<file path="src/rtl/rtc_timekeeper.sv">
// rtc_timekeeper: free-running 24-hour wall clock advanced once per second by a CLK
// prescaler, with validated time-set capture. Define TZ_OFFSET_EN to build LOCAL_DATA.
module rtc_timekeeper #(
  parameter int unsigned TICK_DIV = 50_000_000,
  parameter int unsigned PRE_W    = 26
) (
  input  logic              CLK,
  input  logic              RESETN,
  input  logic [17:0]       TIME_SETDATA,
  input  logic              TIME_SET_FLAG,
  input  logic              HOLD,
`ifdef TZ_OFFSET_EN
  input  logic signed [4:0] TZ_OFFSET,
  output logic [17:0]       LOCAL_DATA,
`endif
  output logic [17:0]       CLOCK_DATA,
  output logic              SEC_TICK,
  output logic              DAY_WRAP,
  output logic              LOAD_ERR
);

  localparam logic [PRE_W-1:0] PRE_LAST = PRE_W'(TICK_DIV - 1);

  function automatic logic time_valid(input logic [17:0] t);
    return (t[17:12] <= 6'd23) && (t[11:6] <= 6'd59) && (t[5:0] <= 6'd59);
  endfunction

  logic [PRE_W-1:0] pre_q, pre_d;
  logic [5:0]       hour_q, hour_d;
  logic [5:0]       min_q, min_d;
  logic [5:0]       sec_q, sec_d;
  logic             sec_tick_q, sec_tick_d;
  logic             day_wrap_q, day_wrap_d;
  logic             load_err_q, load_err_d;
  logic             flag_prev_q;
  logic             armed_q;
  logic             set_req_s;
  logic             load_ok_s;
  logic             tick_s;

  // Request qualification: armed_q masks the first edge after reset so flag_prev syncs first.
  always_comb begin
    set_req_s = armed_q & TIME_SET_FLAG & ~flag_prev_q;
    load_ok_s = set_req_s & time_valid(TIME_SETDATA);
    tick_s    = ~HOLD & (pre_q == PRE_LAST);
  end

  // Next-state for prescaler, time counters and pulses; a valid load overrides a tick.
  always_comb begin
    pre_d      = pre_q;
    hour_d     = hour_q;
    min_d      = min_q;
    sec_d      = sec_q;
    sec_tick_d = 1'b0;
    day_wrap_d = 1'b0;
    load_err_d = 1'b0;
    if (load_ok_s) begin
      hour_d = TIME_SETDATA[17:12];
      min_d  = TIME_SETDATA[11:6];
      sec_d  = TIME_SETDATA[5:0];
      pre_d  = '0;
    end else begin
      load_err_d = set_req_s;
      if (tick_s) begin
        pre_d      = '0;
        sec_tick_d = 1'b1;
        if (sec_q == 6'd59) begin
          sec_d = 6'd0;
          if (min_q == 6'd59) begin
            min_d = 6'd0;
            if (hour_q == 6'd23) begin
              hour_d     = 6'd0;
              day_wrap_d = 1'b1;
            end else begin
              hour_d = hour_q + 6'd1;
            end
          end else begin
            min_d = min_q + 6'd1;
          end
        end else begin
          sec_d = sec_q + 6'd1;
        end
      end else if (!HOLD) begin
        pre_d = pre_q + 1'b1;
      end else begin
        pre_d = pre_q;
      end
    end
  end

  // State registers with asynchronous active-low reset.
  always_ff @(posedge CLK or negedge RESETN) begin
    if (!RESETN) begin
      pre_q       <= '0;
      hour_q      <= 6'd0;
      min_q       <= 6'd0;
      sec_q       <= 6'd0;
      sec_tick_q  <= 1'b0;
      day_wrap_q  <= 1'b0;
      load_err_q  <= 1'b0;
      flag_prev_q <= 1'b0;
      armed_q     <= 1'b0;
    end else begin
      pre_q       <= pre_d;
      hour_q      <= hour_d;
      min_q       <= min_d;
      sec_q       <= sec_d;
      sec_tick_q  <= sec_tick_d;
      day_wrap_q  <= day_wrap_d;
      load_err_q  <= load_err_d;
      flag_prev_q <= TIME_SET_FLAG;
      armed_q     <= 1'b1;
    end
  end

  assign CLOCK_DATA = {hour_q, min_q, sec_q};
  assign SEC_TICK   = sec_tick_q;
  assign DAY_WRAP   = day_wrap_q;
  assign LOAD_ERR   = load_err_q;

`ifdef TZ_OFFSET_EN
  logic signed [4:0] tz_clamp_s;
  logic [6:0]        loc_sum_s;
  logic [5:0]        loc_hour_s;
  logic [17:0]       local_q;

  // Clamp the offset to -12..+14 and fold hour+offset into 0..23 (sum is biased by +24).
  always_comb begin
    if (TZ_OFFSET < -5'sd12) begin
      tz_clamp_s = -5'sd12;
    end else if (TZ_OFFSET > 5'sd14) begin
      tz_clamp_s = 5'sd14;
    end else begin
      tz_clamp_s = TZ_OFFSET;
    end
    loc_sum_s = {1'b0, hour_q} + 7'd24 + {{2{tz_clamp_s[4]}}, tz_clamp_s};
    if (loc_sum_s >= 7'd48) begin
      loc_hour_s = 6'(loc_sum_s - 7'd48);
    end else if (loc_sum_s >= 7'd24) begin
      loc_hour_s = 6'(loc_sum_s - 7'd24);
    end else begin
      loc_hour_s = 6'(loc_sum_s);
    end
  end

  // Local time register, one cycle behind CLOCK_DATA.
  always_ff @(posedge CLK or negedge RESETN) begin
    if (!RESETN) begin
      local_q <= 18'd0;
    end else begin
      local_q <= {loc_hour_s, min_q, sec_q};
    end
  end

  assign LOCAL_DATA = local_q;
`endif

endmodule

</file>
<file path="config.mk">
export PLATFORM = sky130hd
export DESIGN_NAME = rtc_timekeeper
export DESIGN_NICKNAME = d
export VERILOG_FILES = /design/src/rtl/rtc_timekeeper.sv
export SDC_FILE = /design/constraint.sdc
export NUM_CORES = 1
export LEC_CHECK = 0
export CAP_MARGIN = 20
export CORE_MARGIN = 2
export CORE_UTILIZATION = 23
export CTS_BUF_LIST = sky130_fd_sc_hd__clkbuf_16
export DETAILED_ROUTE_END_ITERATION = 10
export PLACE_DENSITY = 0.5
export RECOVER_POWER = 100
export SYNTH_ARGS = -nofsm -noshare
export SYNTH_HDL_FRONTEND = slang
export SYNTH_SLANG_ARGS = --single-unit
</file>
<file path="constraint.sdc">
create_clock -name CLK -period 5.75 [get_ports CLK]
set_input_delay 1.4375 -clock CLK [delete_from_list [all_inputs] [get_ports CLK]]
set_output_delay 1.4375 -clock CLK [all_outputs]
set_load 0.02 [all_outputs]
</file>
==> metrics.md <==
| Metric | Value |
|---|---|
| Outcome | `finished, violations left` |
| Failing checks | `max-capacitance violations, max-slew violations` |
| Net count after synthesis | `324` |
| Clk_lat worst skew | `0.29 ns` |
| Die height | `113 µm` |
| H-tree Lvls | `2` |
| Syn avg cell area | `9.13 µm²` |
| Setup TNS | `0 ns` |
| Worst rel slew slack | `-0.802` |
| Max Freq | `233 MHz` |
| # clock sinks | `49` |
| DR pass1 iterations | `4` |
| Yosys warns | `0` |
| Clock buffer depth | `2` |
| Critical path's top delay family | `simple AND/OR/NAND/NOR gates` |
| Vias | `2391` |
| XOR/XNOR Fraction of Synth Area | `0.0708` |
| Diodes inserted | `0` |
| CTS clock-pin slew for the worst setup and hold paths | `0.07 ns` |
| LEAKAGE | `1.38 nW` |
| Flops & latches, synth | `49` |
| Hold-fix buffers, CTS | `0` |
| Number of synthesized flops with an enable pin | `0` |
| Largest family of logic cells by synthesized area | `simple AND/OR/NAND/NOR gates` |
| Core Util, Final | `0.297` |
| FP Rows | `39` |
| Setup bufs post-CTS | `0` |
| Final setup fails | `0` |
| Slew @ Worst Pin | `2.70 ns` |
| Power density over the cells | `286 mW/mm²` |
| Syn Inst Count | `298` |
| Initial antenna violation count | `0` |
| Sequential area share after synthesis | `0.451` |
| Worst hold slack | `0.567 ns` |
| Final Wtd Congestion | `0.786` |
| Routed length per instance | `14.9 µm` |
| Residual DRC count | `0` |
| Layout area overhead | `25.3%` |
| Critical path type | `in2reg` |
| Simple-Gate Fraction of Synth Area | `0.338` |
| Nets | `368` |
| Inst Count DP | `478` |
| CTS tree | `built` |
| WP data required | `5.89 ns` |
| Layout cell share with drive strength beyond 1 | `0.0408` |
| GRT Total Usage | `0.117` |
| Post-detailed-route count of antenna-violating nets | `0` |
| CP arrival | `4.44 ns` |
| Mapped Area | `0.00272 mm²` |
| Cts repair resizes | `0` |
| Routed vias/inst | `4.92` |
| Core footprint | `0.0115 mm²` |
| IO buf count | `42` |
| Cell chosen for the clock root | `clkbuf_16` |
| DRT Wirelength | `7.26 mm` |
| Crit start category | `input pin` |
| Dominant synthesized flop cell | `dfrtp_1` |
| DRT iter0 DRCs | `145` |
| Die area | `0.0127 mm²` |
| Worst path bufs/invs | `1` |
| Pin count of the biggest net entering global routing | `50` |
| Type of destination of the critical path | `flip-flop` |
| Tcrit/Tclk final | `0.748` |
| Final Hold Viols | `0` |
| Slowest cell on the critical path | `dlygate4sd3_1` |
| Post-synthesis mux area share | `0.00736` |
| Vias in the first global route | `2456` |
| Clock Skews | `0.00442 ns` |
| First-pass GRT wire length | `12.2 mm` |
| Die W | `113 µm` |
| Critical path cell sequence | `dlygate4sd3_1 > nand3b_1 > nor4_1 > nand2_1 > nand2_1 > nor2_1` |
| Max-Cap Viols | `1` |
| Starting Density | `0.237` |
| Worst min path class | `reg2reg` |
| Synth async-reset ratio | `1.00` |
| Post-synth cell types | `48` |
| Min Tclk post-route | `4.30 ns` |
| RSZ-0062 raised after global routing | `no` |
| GRT overflow | `0` |
| Final Non-Filler Cells | `486` |
| Post-synthesis compound-gate area fraction | `0.0952` |
| Most Frequent Cell on Critical Path | `nand2_1` |
| Crit-path max cell delay | `0.74 ns` |
| Post-DP HPWL | `5.19 mm` |
| CTS buffer count | `5` |
| Io pins | `43` |
| Max rail drop VDD | `118 µV` |
| Adder-Cell Fraction of Synth Area | `0.0184` |
| Pins Over Slew Limit | `50` |
| Crit path max fanout | `19` |
[cell usage in the layout, fill, tap and decap left out, types with 2 or more instances in the layout]
cell type and n:
dlygate4sd3_1 24, nor2b_1 3, clkbuf_1 2, nand2_1 23, nand3_1 18, a31oi_1 9
buf_4 2, o21ai_0 11, dfrtp_1 49, ha_1 4, inv_1 4, mux2i_1 2
nor3_1 8, clkdlybuf4s50_1 17, a22oi_1 2, nand4b_1 2, xnor2_1 7, and4_1 3
nand3b_1 5, or3_1 6, o211ai_1 2, nor4bb_1 2, or2_2 2, and3_1 5
a21oi_1 9, clkinv_1 2, and2_0 2, xor2_1 15, nor4_1 6, nand4_1 17
or4_1 6, nor2_1 50, clkbuf_16 5, and2_1 2
[routing by layer]
| layer | part of all wire | GRT usage |
|---|---|---|
| met1 | 0.49 | 0.160 |
| met5 | 0 | 0 |
| met3 | 0.034 | 0.0268 |
| met4 | 0.011 | 0.0301 |
| met2 | 0.47 | 0.189 |
[synthesized netlist by cell type (2+ instances only)]
| master | count | area, µm² |
|---|---|---|
| nor2_1 | 50 | 188 |
| dfrtp_1 | 49 | 1230 |
| nand2_1 | 23 | 86.3 |
| nand3_1 | 17 | 85.1 |
| nand4_1 | 17 | 106 |
| xor2_1 | 15 | 131 |
| o21ai_0 | 10 | 50.1 |
| a21oi_1 | 9 | 45.0 |
| a31oi_1 | 9 | 56.3 |
| clkbuf_1 | 8 | 30.0 |
| nor3_1 | 8 | 40.0 |
| xnor2_1 | 7 | 61.3 |
| or3_1 | 6 | 37.5 |
| and3_1 | 5 | 31.3 |
| nand3b_1 | 5 | 37.5 |
| or4_1 | 5 | 37.5 |
| and2_1 | 4 | 25.0 |
| ha_1 | 4 | 50.1 |
| inv_1 | 4 | 15.0 |
| nor4_1 | 4 | 25.0 |
| and4_1 | 3 | 26.3 |
| nor2b_1 | 3 | 18.8 |
| a22oi_1 | 2 | 15.0 |
| mux2i_1 | 2 | 20.0 |
| nand4b_1 | 2 | 17.5 |
| nor4_4 | 2 | 42.5 |
| nor4bb_1 | 2 | 20.0 |
| o211ai_1 | 2 | 15.0 |
| or2_2 | 2 | 12.5 |
[layout make-up]
class / instances / area (µm²)
sequential: 49 / 1230
multi-input combinational: 236 / 1410
fill: 1186 / 8060
clock buffer: 5 / 125
tap: 143 / 179
inverter: 4 / 15.0
timing repair buffer: 46 / 438
clock inverter: 3 / 12.5
[sequential cells by signal, indices dropped and copies added, names as in the netlist]
signal       cells
DAY_WRAP         1
LOAD_ERR         1
SEC_TICK         1
armed_q          1
flag_prev_q      1
hour_q           6
min_q            6
pre_q           26
sec_q            6
[worst paths after layout]
check                               start        end  slack, ns  depth (start not counted)
worst max register to register   pre_q[0]   pre_q[9]       2.84                          6
max in group asynchronous          RESETN   pre_q[8]       2.13                          2
worst min register to register  pre_q[23]  pre_q[23]       0.57                          2
worst max-delay path                 HOLD   pre_q[9]       1.45                          6
min in group asynchronous          RESETN   pre_q[6]       2.10                          2
worst min-delay path            pre_q[23]  pre_q[23]       0.57                          2
[report_power, final]
part	switching (mW)	internal, mW
registers	0.0624	0.391
logic	0.127	0.108
clock network	0.128	0.158
total	0.317	0.656
[worst register-to-register path: stages (launching register included)]
cell      delay, ns
dfrtp_1        0.40
ha_1           0.25
nand3b_1       0.18
nor4_1         0.71
nand2_1        0.46
nand2_1        0.65
nor2_1         0.12
[stage by stage]
| step | setup slack (ns) | cell area, µm² | total power, mW |
|---|---|---|---|
| 2_1_floorplan | 2.72 | 2720 | 0.584 |
| 3_3_place_gp | 1.64 | 3320 | 0.707 |
| 3_5_place_dp | 1.52 | 3320 | 0.708 |
| 4_1_cts | 1.82 | 3460 | 1.00 |
| 5_1_grt | 1.18 | 3410 | 1.03 |
| 6_report | 1.45 | 3410 | 0.973 |
[kinds of logic after synthesis]
| kind of cell | count (synthesis) |
|---|---|
| fa+ha+maj | 4 |
| buf+inv | 13 |
| other cells | 1 |
| xor+xnor | 22 |
| simple gates | 165 |
| compound gates | 42 |
| mux | 2 |
| flops | 49 |
No activity file was read; power rests on OpenSTA's default activity.
